===== config.mk =====
export PLATFORM = sky130hd
export DESIGN_NAME = if_stage_flat
export DESIGN_NICKNAME = d
export VERILOG_FILES = /design/src/rtl/if_stage_if.sv /design/src/rtl/if_stage.sv /design/src/flat_wrapper.sv
export SDC_FILE = /design/constraint.sdc
export NUM_CORES = 1
export LEC_CHECK = 0
export BUFFER_PORTS_ARGS = -buffer_cell sky130_fd_sc_hd__buf_2
export CAP_MARGIN = 30
export CELL_PAD_IN_SITES_DETAIL_PLACEMENT = 0
export CELL_PAD_IN_SITES_GLOBAL_PLACEMENT = 1
export CORE_MARGIN = 4
export CORE_UTILIZATION = 38
export DETAILED_ROUTE_END_ITERATION = 6
export PLACE_DENSITY_LB_ADDON = 0.12
export SYNTH_ARGS = -nofsm -noshare
export SYNTH_HDL_FRONTEND = slang
export SYNTH_SLANG_ARGS = --single-unit

===== constraint.sdc =====
create_clock -name clk -period 6.6 [get_ports clk]
set_input_delay 0.33 -clock clk [delete_from_list [all_inputs] [get_ports clk]]
set_output_delay 0.33 -clock clk [all_outputs]
set_load 0.05 [all_outputs]

===== src/rtl/if_stage_if.sv =====
// Fetch-stage bundle: instruction-memory port, hazard/redirect controls and IF/ID outputs.
// The fetch stage takes the master side; the memory/pipeline environment takes the slave side.
interface if_stage_if;
    logic [31:0] inst_addr;
    logic [31:0] instr;
    logic        stall;
    logic        redirect;
    logic [31:0] redirect_pc;
    logic [31:0] ifid_instr;
    logic [31:0] ifid_pc4;
    logic        ifid_valid;
    logic [31:0] fetch_count;

    modport master (
        output inst_addr,
        input  instr,
        input  stall,
        input  redirect,
        input  redirect_pc,
        output ifid_instr,
        output ifid_pc4,
        output ifid_valid,
        output fetch_count
    );

    modport slave (
        input  inst_addr,
        output instr,
        output stall,
        output redirect,
        output redirect_pc,
        input  ifid_instr,
        input  ifid_pc4,
        input  ifid_valid,
        input  fetch_count
    );
endinterface


===== src/rtl/if_stage.sv =====
// Instruction-fetch stage: owns the PC, fetches from a combinational instruction memory
// and fills the IF/ID register, honouring stall and redirect-with-flush.
module if_stage #(
    parameter logic [31:0] RESET_PC  = 32'h0000_0000,
    parameter logic [31:0] NOP_INSTR = 32'h0000_0000
) (
    input  logic        clk,
    input  logic        reset,
    if_stage_if.master  bus
);
    logic [31:0] r_pc;
    logic [31:0] r_ifid_instr;
    logic [31:0] r_ifid_pc4;
    logic        r_ifid_valid;
    logic [31:0] r_fetch_count;

    logic [31:0] w_pc4;
    logic [31:0] w_target;

    // pc+4 wraps modulo 2^32; the redirect target is forced word-aligned.
    assign w_pc4    = r_pc + 32'd4;
    assign w_target = bus.redirect_pc & ~32'h0000_0003;

    always_ff @(posedge clk) begin
        if (reset) begin
            r_pc          <= RESET_PC & ~32'h0000_0003;
            r_ifid_instr  <= NOP_INSTR;
            r_ifid_pc4    <= 32'h0000_0000;
            r_ifid_valid  <= 1'b0;
            r_fetch_count <= 32'h0000_0000;
        end else if (bus.redirect) begin
            // The word fetched this cycle is on the wrong path, so IF/ID becomes a bubble.
            r_pc          <= w_target;
            r_ifid_instr  <= NOP_INSTR;
            r_ifid_pc4    <= 32'h0000_0000;
            r_ifid_valid  <= 1'b0;
        end else if (!bus.stall) begin
            r_pc          <= w_pc4;
            r_ifid_instr  <= bus.instr;
            r_ifid_pc4    <= w_pc4;
            r_ifid_valid  <= 1'b1;
            r_fetch_count <= r_fetch_count + 32'd1;
        end
    end

    assign bus.inst_addr   = r_pc;
    assign bus.ifid_instr  = r_ifid_instr;
    assign bus.ifid_pc4    = r_ifid_pc4;
    assign bus.ifid_valid  = r_ifid_valid;
    assign bus.fetch_count = r_fetch_count;
endmodule


===== src/flat_wrapper.sv =====
// flat-port wrapper written by rule: the top's interface ports become plain ports
module if_stage_flat 
#(
    parameter logic [31:0] RESET_PC  = 32'h0000_0000,
    parameter logic [31:0] NOP_INSTR = 32'h0000_0000
)
  (clk, reset, bus_inst_addr, bus_instr, bus_stall, bus_redirect, bus_redirect_pc, bus_ifid_instr, bus_ifid_pc4, bus_ifid_valid, bus_fetch_count);
  if_stage_if bus_i ();
  input  logic clk;
  input  logic reset;
  output wire logic [$bits(bus_i.inst_addr)-1:0] bus_inst_addr;
  input wire logic [$bits(bus_i.instr)-1:0] bus_instr;
  input wire logic [$bits(bus_i.stall)-1:0] bus_stall;
  input wire logic [$bits(bus_i.redirect)-1:0] bus_redirect;
  input wire logic [$bits(bus_i.redirect_pc)-1:0] bus_redirect_pc;
  output wire logic [$bits(bus_i.ifid_instr)-1:0] bus_ifid_instr;
  output wire logic [$bits(bus_i.ifid_pc4)-1:0] bus_ifid_pc4;
  output wire logic [$bits(bus_i.ifid_valid)-1:0] bus_ifid_valid;
  output wire logic [$bits(bus_i.fetch_count)-1:0] bus_fetch_count;
  assign bus_inst_addr = bus_i.inst_addr;
  assign bus_i.instr = bus_instr;
  assign bus_i.stall = bus_stall;
  assign bus_i.redirect = bus_redirect;
  assign bus_i.redirect_pc = bus_redirect_pc;
  assign bus_ifid_instr = bus_i.ifid_instr;
  assign bus_ifid_pc4 = bus_i.ifid_pc4;
  assign bus_ifid_valid = bus_i.ifid_valid;
  assign bus_fetch_count = bus_i.fetch_count;
  if_stage #(.RESET_PC(RESET_PC), .NOP_INSTR(NOP_INSTR)) u_core (.clk(clk), .reset(reset), .bus(bus_i));
endmodule

Word-level counts from Yosys, hierarchy flattened
Index checks and enable logic that the tools add are counted.
{ "totals": {"register_bits": 129, "latch_bits": 0, "ram_bits": 0, "rom_bits": 0, "input_bits": 68, "out_inout_bits": 129, "n_memories": 0} }
{ "classes": {"n_addsub": 2, "mul": 0, "div": 0, "n_lt_le_gt_ge": 0, "eq_ne": 1, "shifts": 0, "n_mux": 2, "n_bitwise": 2, "n_reduce_logical": 2} }
{ "op_table": {"columns": ["op", "n"], "rows": [
  ["$mux 32", 2],
  ["$add 32x1->32 const B", 1],
  ["$add 32x3->32 const B", 1],
  ["$ne 2x1->1 const B", 1],
  ["$not 1->1", 2],
  ["$reduce_and 2->1", 1],
  ["$reduce_or 2->1", 1]
]} }

Longest topological paths before layout
Gate-level depths: netlist of the first run.
{ "depth": {"word_depth": 3, "ltp_mapped": 7} }

Least setup slack after synthesis of the first run
Ideal clock, no wire load.
{ "synth_path": {"path_kind": "reg-to-reg", "start": "reg u_core.r_fetch_count[0] (netlist: u_core.bus.fetch_count[0])", "end": "reg u_core.r_fetch_count[30] (netlist: u_core.bus.fetch_count[30])", "arrival_ns": 2.399, "path_slack_ns": 4.078, "stages_incl_launch_ff": 6, "synth_period_minus_slack_ns": 2.522, "path_cell_list": "dfxtp_1 ha_1 or3b_1 or4_1 nor3_1 mux2_1"} }
{ "synth_between": {"elab_chain_cells": 1} }
{ "synth_lines": {"columns": ["element", "line", "source"], "rows": [
  ["start, declared", "if_stage.sv:15", "logic [31:0] r_fetch_count;"],
  ["start signal, assigned", "if_stage.sv:42", "r_fetch_count <= r_fetch_count + 32'd1;"],
  ["$add 32x1->32", "if_stage.sv:42", null]
]} }
Every way passes these cells.
A chain may end at the register's enable or synchronous reset.

Worst setup path after layout of the first run
{ "layout_path": {"start": "reg u_core.r_pc[4] (netlist: u_core.bus.inst_addr[4])", "end": "reg u_core.r_pc[21] (netlist: u_core.bus.inst_addr[21])"} }
{ "layout_between": {"elab_chain_cells": 3} }
{ "layout_lines": {"columns": ["element", "line", "source"], "rows": [
  ["start, declared", "if_stage.sv:11", "logic [31:0] r_pc;"],
  ["start signal, assigned", "if_stage.sv:26", "r_pc <= RESET_PC & ~32'h0000_0003;"],
  ["start signal, assigned", "if_stage.sv:33", "r_pc <= w_target;"],
  ["start signal, assigned", "if_stage.sv:38", "r_pc <= w_pc4;"],
  ["$add 32x3->32", "if_stage.sv:21", "assign w_pc4 = r_pc + 32'd4;"],
  ["$mux 32", "if_stage.sv:37", "end else if (!bus.stall) begin"],
  ["$mux 32", "if_stage.sv:31", "end else if (bus.redirect) begin"]
]} }
Every way passes these cells. The select of a mux whose other input is x is not followed.

==> results.yml, run 1 <==
run_status:
  run_status: "complete, no violations"
setup_path:
  cp_slowest_stage_delay_ps: 870
  path_cells: "nand4_1 -> or4_1 -> or4_1 -> o211ai_1"
  critPathArrivalTime_ps: 2960
  cp_num_cells: 4
  critPathCaptureType: "flop"
  ff2ff_path_depth: 4
  timing.critical_path.required_ps: 6930
  critical_path_buf_inv_count: 0
  critical_path.top_delay_family: "simple AND/OR/NAND/NOR gates"
  timing.setup.critical_path_class: "reg -> reg"
  cpMaxStageDelayCell: "sky130_fd_sc_hd__or4_1"
  startpoint_type: "flop"
  cp_common_cell: "sky130_fd_sc_hd__or4_1"
  critPathMaxFanout: 14
grt:
  via_count_of_the_first_global_routing_pass: 5707
  track_usage_pct: 19.8
  wire_length_of_the_first_global_routing_pass_um: 28800
  globalRoute.totalOverflow: 0
  maximum_number_of_pins_on_one_net_before_global_route_repair: 52
  initial_antenna_violation_count: 0
timing:
  fin_skew_ps: 8.68
  timing_hold_violations_final: 0
  finalCritPeriodShare_pct: 39.9
  timing_max_transition_violations_final: 0
  worst_slew_margin_rel_pct: 39.8
  worst_slew_pin_slew_ps: 895
  fmax_mhz: 380
  min_period_ps: 2630
  setup_ws_ps: 3970
  fin_tns_setup_ps: 0
  rsz_0062_raised_after_global_routing: "no"
  report.final.setup_viol: 0
final_layout:
  design.final.nets: 932
  filler_cell_count: 1503
  layout-area-overhead-vs-synth_pct: 27.6
  drive_above_1_share_pct: 27.3
  num_antenna_cells: 0
synthesis:
  synth.yosys.seq_area_share_pct: 41.8
  synth.top_cell.area_share_pct: 41.8
  ys_ff_latch: 125
  synth_edf_count: 0
  postSynth.topFlopCell: "sky130_fd_sc_hd__dfxtp_1"
  yosysTopAreaCell: "sky130_fd_sc_hd__dfxtp_1"
  area_of_the_mapped_netlist_um2: 5980
  syn_area_per_cell_um2: 8.52
  yosysWarnings: 0
  synthCells: 702
  synth.distinct_cells: 50
  async_flop_share_pct: 0
  yosys-top-cells-area: "sky130_fd_sc_hd__dfxtp_1 42%, sky130_fd_sc_hd__mux2i_1 5.7%, sky130_fd_sc_hd__nor2_1 4.9%, sky130_fd_sc_hd__a21oi_1 3.9%, sky130_fd_sc_hd__o21ai_0 3.8%"
route:
  drc_errors: 0
  final_antenna_net_count: 0
  drt_first_iter_violations: 360
  via_per_inst: 5.42
  wl_um: 17600
  average_wire_per_cell_in_the_routed_design_um: 16.2
  detailroute.via_count: 5888
  drtPass1Iterations: 5
clock_tree:
  cts_tree: "built"
  ctsLongestPathBuffers: 2
  later_pin_clock_latency_in_the_skew_report_ps: 420
  postCtsSetupBuffers: 0
  postCtsHoldBufs: 0
  cts_root_buf: "sky130_fd_sc_hd__clkbuf_16"
  cts-htree-levels: 4
  cts-resized-gates: 0
  numClockSinks: 125
  clk_transition_reported_paths_ps: 60
  cts-buffers-inserted: 17
placement:
  finalWeightedCongestion: 0.782
  place.detailed.hpwl_um: 12400
  place_worst_setup_slack_ps: 3770
  port_buffers: 190
die:
  floorplan.die.height_um: 133
  num_rows: 45
  fp.dieW_um: 133
  core_region_area_um2: 15300
  io_pins: 197
  initial_utilization_pct: 39.0
  dieArea_um2: 17800
worst_hold_path:
  path_class_of_the_lowest_slack_min_delay_path: "in -> reg"
  worstHoldPathCells: 3
power_and_ir_drop:
  p_comb_share_pct: 12.2
  power.density_cell_area_nw_per_um2: 262
  pwr-share-seq_pct: 40.7
  static-leakage-power_uw: 0.00320
  power_switching_share_pct: 28.7
  power_frac_clock_pct: 47.1
  cell_internal_pwr_uw: 1420
  p_sw_uw: 574
  totalPowerFinal_uw: 2000
  ir_drop_v: 0.000164
flow_run:
  maxCapViolations: 0
## worst paths after layout
kind / start / end / slack (ps)
max reg2reg: u_core.bus.inst_addr[4] / u_core.bus.inst_addr[21] / 3970
min reg2reg: u_core.bus.ifid_valid / u_core.bus.ifid_valid / 450
max: u_core.bus.inst_addr[4] / u_core.bus.inst_addr[21] / 3970
min: bus_instr[0] / u_core.bus.ifid_instr[0] / 140
## power groups by stage
| stage | combinational [uW] | clock, uW | sequential [uW] |
|---|---|---|---|
| final | 244 | 941 | 814 |
| after CTS | 246 | 963 | 814 |
| after detailed placement | 246 | 0 | 830 |
| after global placement | 241 | 0 | 829 |
| after global routing | 263 | 993 | 819 |
| after floorplan | 94.9 | 0 | 909 |
## layer usage
layer  routed length [um]  GRT usage [%]  up-vias
met3                 1350           6.46       25
met2                 8190           31.4      174
met5                    0              0        -
met1                 7720           25.1     2792
met4                  318           7.31        0
li1                     -              -     2897
## worst min-delay path, stage by stage
cell and delay, ps:
sky130_fd_sc_hd__buf_2 70, sky130_fd_sc_hd__mux2i_1 50, sky130_fd_sc_hd__nor2_1 70
## area by class of cell
type                            count  area [um^2]  share of cell area, %
Clock buffer                       18          439                   5.76
Clock inverter                     14          160                   2.10
Inverter                           17         63.8                  0.836
Multi-Input combinational cell    505         3180                   41.7
Sequential cell                   125         2500                   32.8
Tap cell                          211          264                   3.46
Timing Repair Buffer              196         1020                   13.3
## synthesized netlist by cell type (4+ instances only)
cell,instances
sky130_fd_sc_hd__a31oi_1,5
sky130_fd_sc_hd__buf_4,4
sky130_fd_sc_hd__nor3_1,21
sky130_fd_sc_hd__o211ai_1,11
sky130_fd_sc_hd__nor2_1,78
sky130_fd_sc_hd__inv_1,17
sky130_fd_sc_hd__nand2b_1,4
sky130_fd_sc_hd__or3_1,20
sky130_fd_sc_hd__xnor2_1,23
sky130_fd_sc_hd__buf_2,7
sky130_fd_sc_hd__mux2i_1,34
sky130_fd_sc_hd__o31ai_1,7
sky130_fd_sc_hd__o21ai_0,45
sky130_fd_sc_hd__clkbuf_1,43
sky130_fd_sc_hd__nor4_1,15
sky130_fd_sc_hd__or4_1,19
sky130_fd_sc_hd__nand3_1,26
sky130_fd_sc_hd__nand4_1,20
sky130_fd_sc_hd__dfxtp_1,125
sky130_fd_sc_hd__and2_1,4
sky130_fd_sc_hd__and4_1,16
sky130_fd_sc_hd__a21oi_1,46
sky130_fd_sc_hd__a311oi_1,4
sky130_fd_sc_hd__mux2_2,4
sky130_fd_sc_hd__a2111oi_0,5
sky130_fd_sc_hd__a211oi_1,16
sky130_fd_sc_hd__xor2_1,7
sky130_fd_sc_hd__a21o_1,4
sky130_fd_sc_hd__nand2_1,30
sky130_fd_sc_hd__nor2b_1,7
sky130_fd_sc_hd__buf_1,4
## metrics by stage
stage                     std cells  util, %  instance area, um^2  hold slack (ps)
after floorplan                 705        -                 5990              474
after CTS                      1086     49.8                 7630              121
after global routing           1086     49.8                 7630              134
final                          1086     49.8                 7630              139
after global placement         1053     45.7                 7000              440
after detailed placement       1054     45.9                 7030              445
## layout by cell type (no fill, tap or decap), drive strengths merged, types with 8 or more instances in the layout
cell,instances
or4,19
o211ai,11
o21ai,45
nor3,21
dfxtp,125
clkinv,8
a21oi,46
xnor2,23
nor2,78
and4,16
nand2,30
inv,21
nor4,18
buf,196
or3,20
mux2i,34
clkbuf,18
nand4,21
a211oi,16
nand3,28
## flip-flops by register name (all words and copies together), names as in the netlist
name	count
u_core.bus.fetch_count	32
u_core.bus.ifid_instr	32
u_core.bus.ifid_pc4	30
u_core.bus.inst_addr	30
u_core.bus.ifid_valid	1
## logic make-up (layout without fill, tap and decap cells)
kind of cell             count (synthesis)  after routing  share of synthesized area (%)
AO/OA/AOI/OAI                          150            150                           15.3
buffers and inverters                   75            245                           5.11
adder cells (fa/ha/maj)                  2              2                          0.418
other                                    1              4                         0.0627
multiplexers                            41             41                           7.01
AND/OR/NAND/NOR                        278            278                           25.8
flip-flops                             125            125                           41.8
XOR/XNOR                                30             30                           4.39
(Power assumes the default switching activity.)
==> run 2, diff against run 1 <==
- ABC_AREA: not set -> 1
- CORE_UTILIZATION: 38 -> 31
- clock period: 6.6 -> 2.22 ns (I/O delays scaled with it)
==> results.yml, run 2 <==
run_status:
  run_status: "complete, no violations"
route:
  drt-met1-wl_um: 9240
  average_wire_per_cell_in_the_routed_design_um: 14.1
  drtPass1Iterations: 5
  wl_um: 20200
  via_per_inst: 4.38
  met2RoutedLength_um: 9720
  drt_first_iter_violations: 217
  dr_wl_met3_um: 1030
  drc_errors: 0
  detailroute.via_count: 6279
  top_signal_layer_used: "met5"
  final_antenna_net_count: 0
setup_path:
  timing.critical_path.required_ps: 2540
  crit-reg2reg-capture: "u_core.bus.ifid_pc4[22]"
  worst_r2r_startpoint: "u_core.bus.inst_addr[2]"
  worst-r2r-setup-slack_ps: 490
  timing.setup.critical_path_class: "reg -> reg"
  critPathArrivalTime_ps: 2060
  worstSetupEndpoint: "u_core.bus.ifid_pc4[22]"
  critPathCaptureType: "flop"
  ff2ff_path_depth: 10
  critPathLaunch: "u_core.bus.inst_addr[2]"
  startpoint_type: "flop"
  critPathMaxFanout: 7
synthesis:
  async_flop_share_pct: 0
  synthCells: 934
  syn_area_per_cell_um2: 6.53
  synth.top_cell.area_share_pct: 41.0
  yosysWarnings: 0
  area_of_the_mapped_netlist_um2: 6100
  yosys-top-cells-area: "sky130_fd_sc_hd__dfxtp_1 41%, sky130_fd_sc_hd__nand2_1 17%, sky130_fd_sc_hd__nor2_1 9.0%, sky130_fd_sc_hd__inv_1 7.0%, sky130_fd_sc_hd__a21oi_1 5.7%"
  postSynth.topFlopCell: "sky130_fd_sc_hd__dfxtp_1"
  top_cells_by_count_synth: "270 x sky130_fd_sc_hd__nand2_1, 146 x sky130_fd_sc_hd__nor2_1, 125 x sky130_fd_sc_hd__dfxtp_1, 114 x sky130_fd_sc_hd__inv_1, 69 x sky130_fd_sc_hd__a21oi_1"
  yosysTopAreaCell: "sky130_fd_sc_hd__dfxtp_1"
  synth_most_common_cell: "sky130_fd_sc_hd__nand2_1"
  synth.distinct_cells: 36
  synth_edf_count: 0
  ys_ff_latch: 125
  synth.yosys.seq_area_share_pct: 41.0
flow_run:
  maxCapViolations: 0
timing:
  finalCritPeriodShare_pct: 78.1
  worst_slew_margin_rel_pct: 54.1
  report.final.setup_viol: 0
  fin_skew_ps: 20.4
  timing_max_transition_violations_final: 0
  rsz_0062_raised_after_global_routing: "no"
  timing_hold_violations_final: 0
  fin_tns_setup_ps: 0
  min_period_ps: 1730
  worst_slew_pin_slew_ps: 688
  fmax_mhz: 577
clock_tree:
  postCtsSetupBuffers: 0
  cts-htree-levels: 4
  later_pin_clock_latency_in_the_skew_report_ps: 430
  cts-buffers-inserted: 17
  clk_transition_reported_paths_ps: 60
  ctsLongestPathBuffers: 2
  cts_root_buf: "sky130_fd_sc_hd__clkbuf_16"
  numClockSinks: 125
  cts_tree: "built"
final_layout:
  layout-area-overhead-vs-synth_pct: 35.7
  most_common_library_cell_in_the_layout_ignoring_fill_and_taps: "sky130_fd_sc_hd__nand2_1"
  drive_above_1_share_pct: 22.0
  most_frequent_cells_in_the_layout: "270 x sky130_fd_sc_hd__nand2_1, 190 x sky130_fd_sc_hd__buf_2, 146 x sky130_fd_sc_hd__nor2_1"
  post_layout_nonfiller_instances: 1434
  design.final.nets: 1225
placement:
  port_buffers: 190
  finalWeightedCongestion: 0.803
  place.detailed.hpwl_um: 14400
  place_inst: 1361
die:
  initial_utilization_pct: 31.4
  num_rows: 51
  dieArea_um2: 22000
  io_pins: 197
  fp.dieW_um: 148
  floorplan.die.height_um: 148
  core_region_area_um2: 19400
power_and_ir_drop:
  pwr-share-seq_pct: 39.5
  static-leakage-power_uw: 0.00398
  p_comb_share_pct: 13.3
  power_frac_clock_pct: 47.2
  p_sw_uw: 1770
  ir_drop_v: 0.000494
  power.density_cell_area_nw_per_um2: 729
  power_switching_share_pct: 29.4
  cell_internal_pwr_uw: 4260
worst_hold_path:
  hp-start: "bus_redirect_pc[19]"
  path_class_of_the_lowest_slack_min_delay_path: "in -> reg"
grt:
  via_count_of_the_first_global_routing_pass: 6160
  maximum_number_of_pins_on_one_net_before_global_route_repair: 62
  globalRoute.totalOverflow: 0
  track_usage_pct: 18.2
  initial_antenna_violation_count: 2
  wire_length_of_the_first_global_routing_pass_um: 32000
-- run 2: cells by family (layout without fill, tap and decap cells) --
family,count (synthesis),in the layout,share of synthesized area [%]
compound gates,151,151,13.1
xor+xnor,15,15,2.15
fa+ha+maj,2,2,0.410
buf+inv,157,388,10.3
flops,125,125,41.0
other cells,1,5,0.0615
simple gates,483,483,33.0
-- run 2: layout make-up --
type,count,area (um^2)
clock inverter,14,159
tap,265,332
clock buffer,18,439
sequential,125,2500
inverter,117,442
multi-input combinational,655,2980
antenna,1,2.50
fill,2133,11100
timing repair buffer,239,1420
-- run 2: power groups by stage --
stage	Sequential (uW)	Combinational, uW	Clock, uW
floorplan	2680	279	0
global placement	2430	751	0
detailed placement	2440	751	0
CTS	2390	810	2930
global route	2400	869	3040
finish	2390	802	2850
-- run 2: repair_timing --
action	4_1_cts	5_1_grt
gates resized for setup	0	0
hold endpoints to repair	40	0
hold buffers	40	0
-- run 2: worst min-delay path by stage --
stage | to | cells after the start
floorplan | u_core.bus.ifid_instr[31] | 2
global placement | u_core.bus.ifid_instr[20] | 3
detailed placement | u_core.bus.ifid_instr[21] | 3
CTS | u_core.bus.inst_addr[21] | 5
global route | u_core.bus.inst_addr[21] | 5
finish | u_core.bus.inst_addr[19] | 5
-- run 2: stage by stage --
| stage | hold WS [ps] | utilization (%) | power [uW] | worst slack, ps | instance area, um^2 |
|---|---|---|---|---|---|
| 2_1_floorplan | 255 | - | 2960 | 314 | 6110 |
| 3_3_place_gp | 361 | 37.5 | 3190 | 493 | 7270 |
| 3_5_place_dp | 365 | 37.5 | 3190 | 463 | 7270 |
| 4_1_cts | 6.26 | 42.6 | 6120 | 456 | 8270 |
| 5_1_grt | 44.8 | 42.7 | 6310 | 235 | 8270 |
| 6_report | 13.1 | 42.7 | 6030 | 487 | 8270 |
-- run 2: per-layer routing --
layer / global-route usage (%) / vias to the layer above
met4: 5.22 / 2
met5: 0 / -
met3: 5.33 / 13
met1: 22.8 / 2800
met2: 30.7 / 118
li1: - / 3346
-- run 2: critical path, cell delays in order (launching register included) --
cell	delay, ps
sky130_fd_sc_hd__dfxtp_1	390
sky130_fd_sc_hd__ha_1	230
sky130_fd_sc_hd__nand2_1	70
sky130_fd_sc_hd__nor2_1	170
sky130_fd_sc_hd__nand2_2	180
sky130_fd_sc_hd__nor2_4	210
sky130_fd_sc_hd__nand2_1	70
sky130_fd_sc_hd__nand2_1	60
sky130_fd_sc_hd__nand2_1	60
sky130_fd_sc_hd__o21ai_0	140
sky130_fd_sc_hd__inv_1	50
==> run 3, diff against run 2 <==
- clock period: 2.22 -> 1.5 ns (I/O delays scaled with it)
==> results.yml, run 3 (synthesized netlist as in run 2, its figures left out) <==
clock_tree:
  clk_transition_reported_paths_ps: 60
  later_pin_clock_latency_in_the_skew_report_ps: 420
  ctsLongestPathBuffers: 2
  cts_root_buf: "sky130_fd_sc_hd__clkbuf_16"
  cts-buffers-inserted: 17
  cts-htree-levels: 4
  cts_tree: "built"
  numClockSinks: 125
route:
  wl_um: 20300
  drc_errors: 0
  final_antenna_net_count: 0
  average_wire_per_cell_in_the_routed_design_um: 13.6
  drtPass1Iterations: 4
  drt_first_iter_violations: 207
  via_per_inst: 4.33
  detailroute.via_count: 6460
die:
  io_pins: 197
  floorplan.die.height_um: 148
  dieArea_um2: 22000
  fp.dieW_um: 148
  core_region_area_um2: 19400
  num_rows: 51
  initial_utilization_pct: 31.4
setup_path:
  critPathArrivalTime_ps: 1850
  timing.critical_path.required_ps: 1850
  timing.setup.critical_path_class: "reg -> reg"
  critPathCaptureType: "flop"
  critPathMaxFanout: 3
  startpoint_type: "flop"
timing:
  fin_tns_setup_ps: -3.50
  min_period_ps: 1500
  setup_ws_ps: -1.86
  report.final.setup_viol: 2
  fin_skew_ps: 9.33
  rsz_0062_raised_after_global_routing: "yes"
  fmax_mhz: 666
  finalCritPeriodShare_pct: 100
  timing_max_transition_violations_final: 0
  timing_hold_violations_final: 0
  worst_slew_pin_slew_ps: 593
  worst_slew_margin_rel_pct: 60.4
grt:
  via_count_of_the_first_global_routing_pass: 6283
  initial_antenna_violation_count: 2
  maximum_number_of_pins_on_one_net_before_global_route_repair: 55
  wire_length_of_the_first_global_routing_pass_um: 32300
  globalRoute.totalOverflow: 0
  track_usage_pct: 18.5
final_layout:
  layout-area-overhead-vs-synth_pct: 50.4
  design_area_um2: 9170
  design.final.nets: 1284
  seqCellArea_um2: 2590
  post_layout_nonfiller_instances: 1493
  most_frequent_cells_in_the_layout: "256 x sky130_fd_sc_hd__nand2_1, 190 x sky130_fd_sc_hd__buf_2, 114 x sky130_fd_sc_hd__inv_1, 114 x sky130_fd_sc_hd__nor2_1, 73 x sky130_fd_sc_hd__dfxtp_1"
  multiInputGateArea_um2: 3270
  utilization_pct: 47.3
  drive_above_1_share_pct: 34.0
  most_common_library_cell_in_the_layout_ignoring_fill_and_taps: "sky130_fd_sc_hd__nand2_1"
  filler_cell_count: 2048
power_and_ir_drop:
  power.density_cell_area_nw_per_um2: 999
  power_frac_clock_pct: 47.1
  pwr-share-seq_pct: 38.5
  static-leakage-power_uw: 0.00440
  p_comb_share_pct: 14.4
  cell_internal_pwr_uw: 6500
  ir_drop_v: 0.000770
  p_sw_uw: 2660
  power_switching_share_pct: 29.1
placement:
  port_buffers: 190
  place_inst: 1402
  instance_area_after_placement_um2: 7720
  finalWeightedCongestion: 0.799
  place.detailed.hpwl_um: 14900
  place_worst_setup_slack_ps: -51.8
run_status:
  run_status: "finished, violations left"
  violations_in_the_final_reports: "negative setup slack"
flow_run:
  maxCapViolations: 0
worst_hold_path:
  path_class_of_the_lowest_slack_min_delay_path: "in -> reg"
[run 3: changes by cell type in the layout (fill, tap and decap cells not counted), moves of 10 or more]
| cell | previous run | this run |
|---|---|---|
| sky130_fd_sc_hd__dfxtp_1 | 125 | 73 |
| sky130_fd_sc_hd__buf_4 | 9 | 54 |
| sky130_fd_sc_hd__dfxtp_2 | 0 | 44 |
| sky130_fd_sc_hd__nor2_1 | 146 | 114 |
| sky130_fd_sc_hd__nor2_2 | 8 | 27 |
| sky130_fd_sc_hd__o21ai_0 | 62 | 45 |
| sky130_fd_sc_hd__nand2_1 | 270 | 256 |
| sky130_fd_sc_hd__nor2_4 | 4 | 18 |
| sky130_fd_sc_hd__o21ai_1 | 3 | 16 |
| sky130_fd_sc_hd__nand2_2 | 3 | 13 |
[run 3: layout make-up]
class                           count  share of cell area (%)
Antenna cell                        1                  0.0273
Sequential cell                   125                    28.2
Inverter                          117                    4.82
Timing Repair Buffer              297                    20.9
Multi-Input combinational cell    656                    35.7
Clock buffer                       19                    5.06
Clock inverter                     13                    1.66
Tap cell                          265                    3.62
[run 3: final timing paths]
| check | start | to | slack [ps] | cells past startpoint |
|---|---|---|---|---|
| worst max-delay path | u_core.bus.inst_addr[3] | u_core.bus.inst_addr[12] | -2 | 8 |
| worst min-delay path | bus_redirect_pc[25] | u_core.bus.inst_addr[25] | 20 | 5 |
| worst min register to register | u_core.bus.fetch_count[15] | u_core.bus.fetch_count[15] | 450 | 1 |
| worst max register to register | u_core.bus.inst_addr[3] | u_core.bus.inst_addr[12] | -2 | 8 |
[run 3: worst max-delay path, cell delays in order, from the launching register on]
cell	delay, ps
sky130_fd_sc_hd__dfxtp_4	360
sky130_fd_sc_hd__ha_4	150
sky130_fd_sc_hd__nand2_4	50
sky130_fd_sc_hd__nor2_4	120
sky130_fd_sc_hd__buf_4	120
sky130_fd_sc_hd__nand3b_1	170
sky130_fd_sc_hd__xor2_1	260
sky130_fd_sc_hd__nand2_1	70
sky130_fd_sc_hd__a21oi_1	120
[run 3: per-layer routing]
metal / GRT usage (%) / routed length [um]
met1: 22.8 / 9020
met2: 31.2 / 9910
met3: 4.94 / 1060
met4: 6.33 / 346
met5: 0 / 13
[run 3: timing repair]
| action | CTS | global route |
|---|---|---|
| hold buffers | 48 | 0 |
| endpoints found under the hold margin | 49 | 0 |
| setup endpoints to repair | 15 | 59 |
| pin swaps | 5 | 32 |
| gates cloned | 1 | 0 |
| resized for setup | 3 | 92 |
| buffers inserted | 1 | 8 |
[run 3: power groups by stage]
stage	clock network, uW	registers (uW)	logic (uW)
finish	4320	3520	1320
CTS	4460	3520	1300
detailed placement	0	3600	1200
global route	4590	3540	1430
global placement	0	3590	1190
floorplan	0	3980	414
[run 3: per-stage QoR]
step           power (uW)  hold slack [ps]
6_report             9160             20.1
5_1_grt              9560             24.6
4_1_cts              9280             4.06
3_5_place_dp         4790              330
3_3_place_gp         4790              326
2_1_floorplan        4390              219
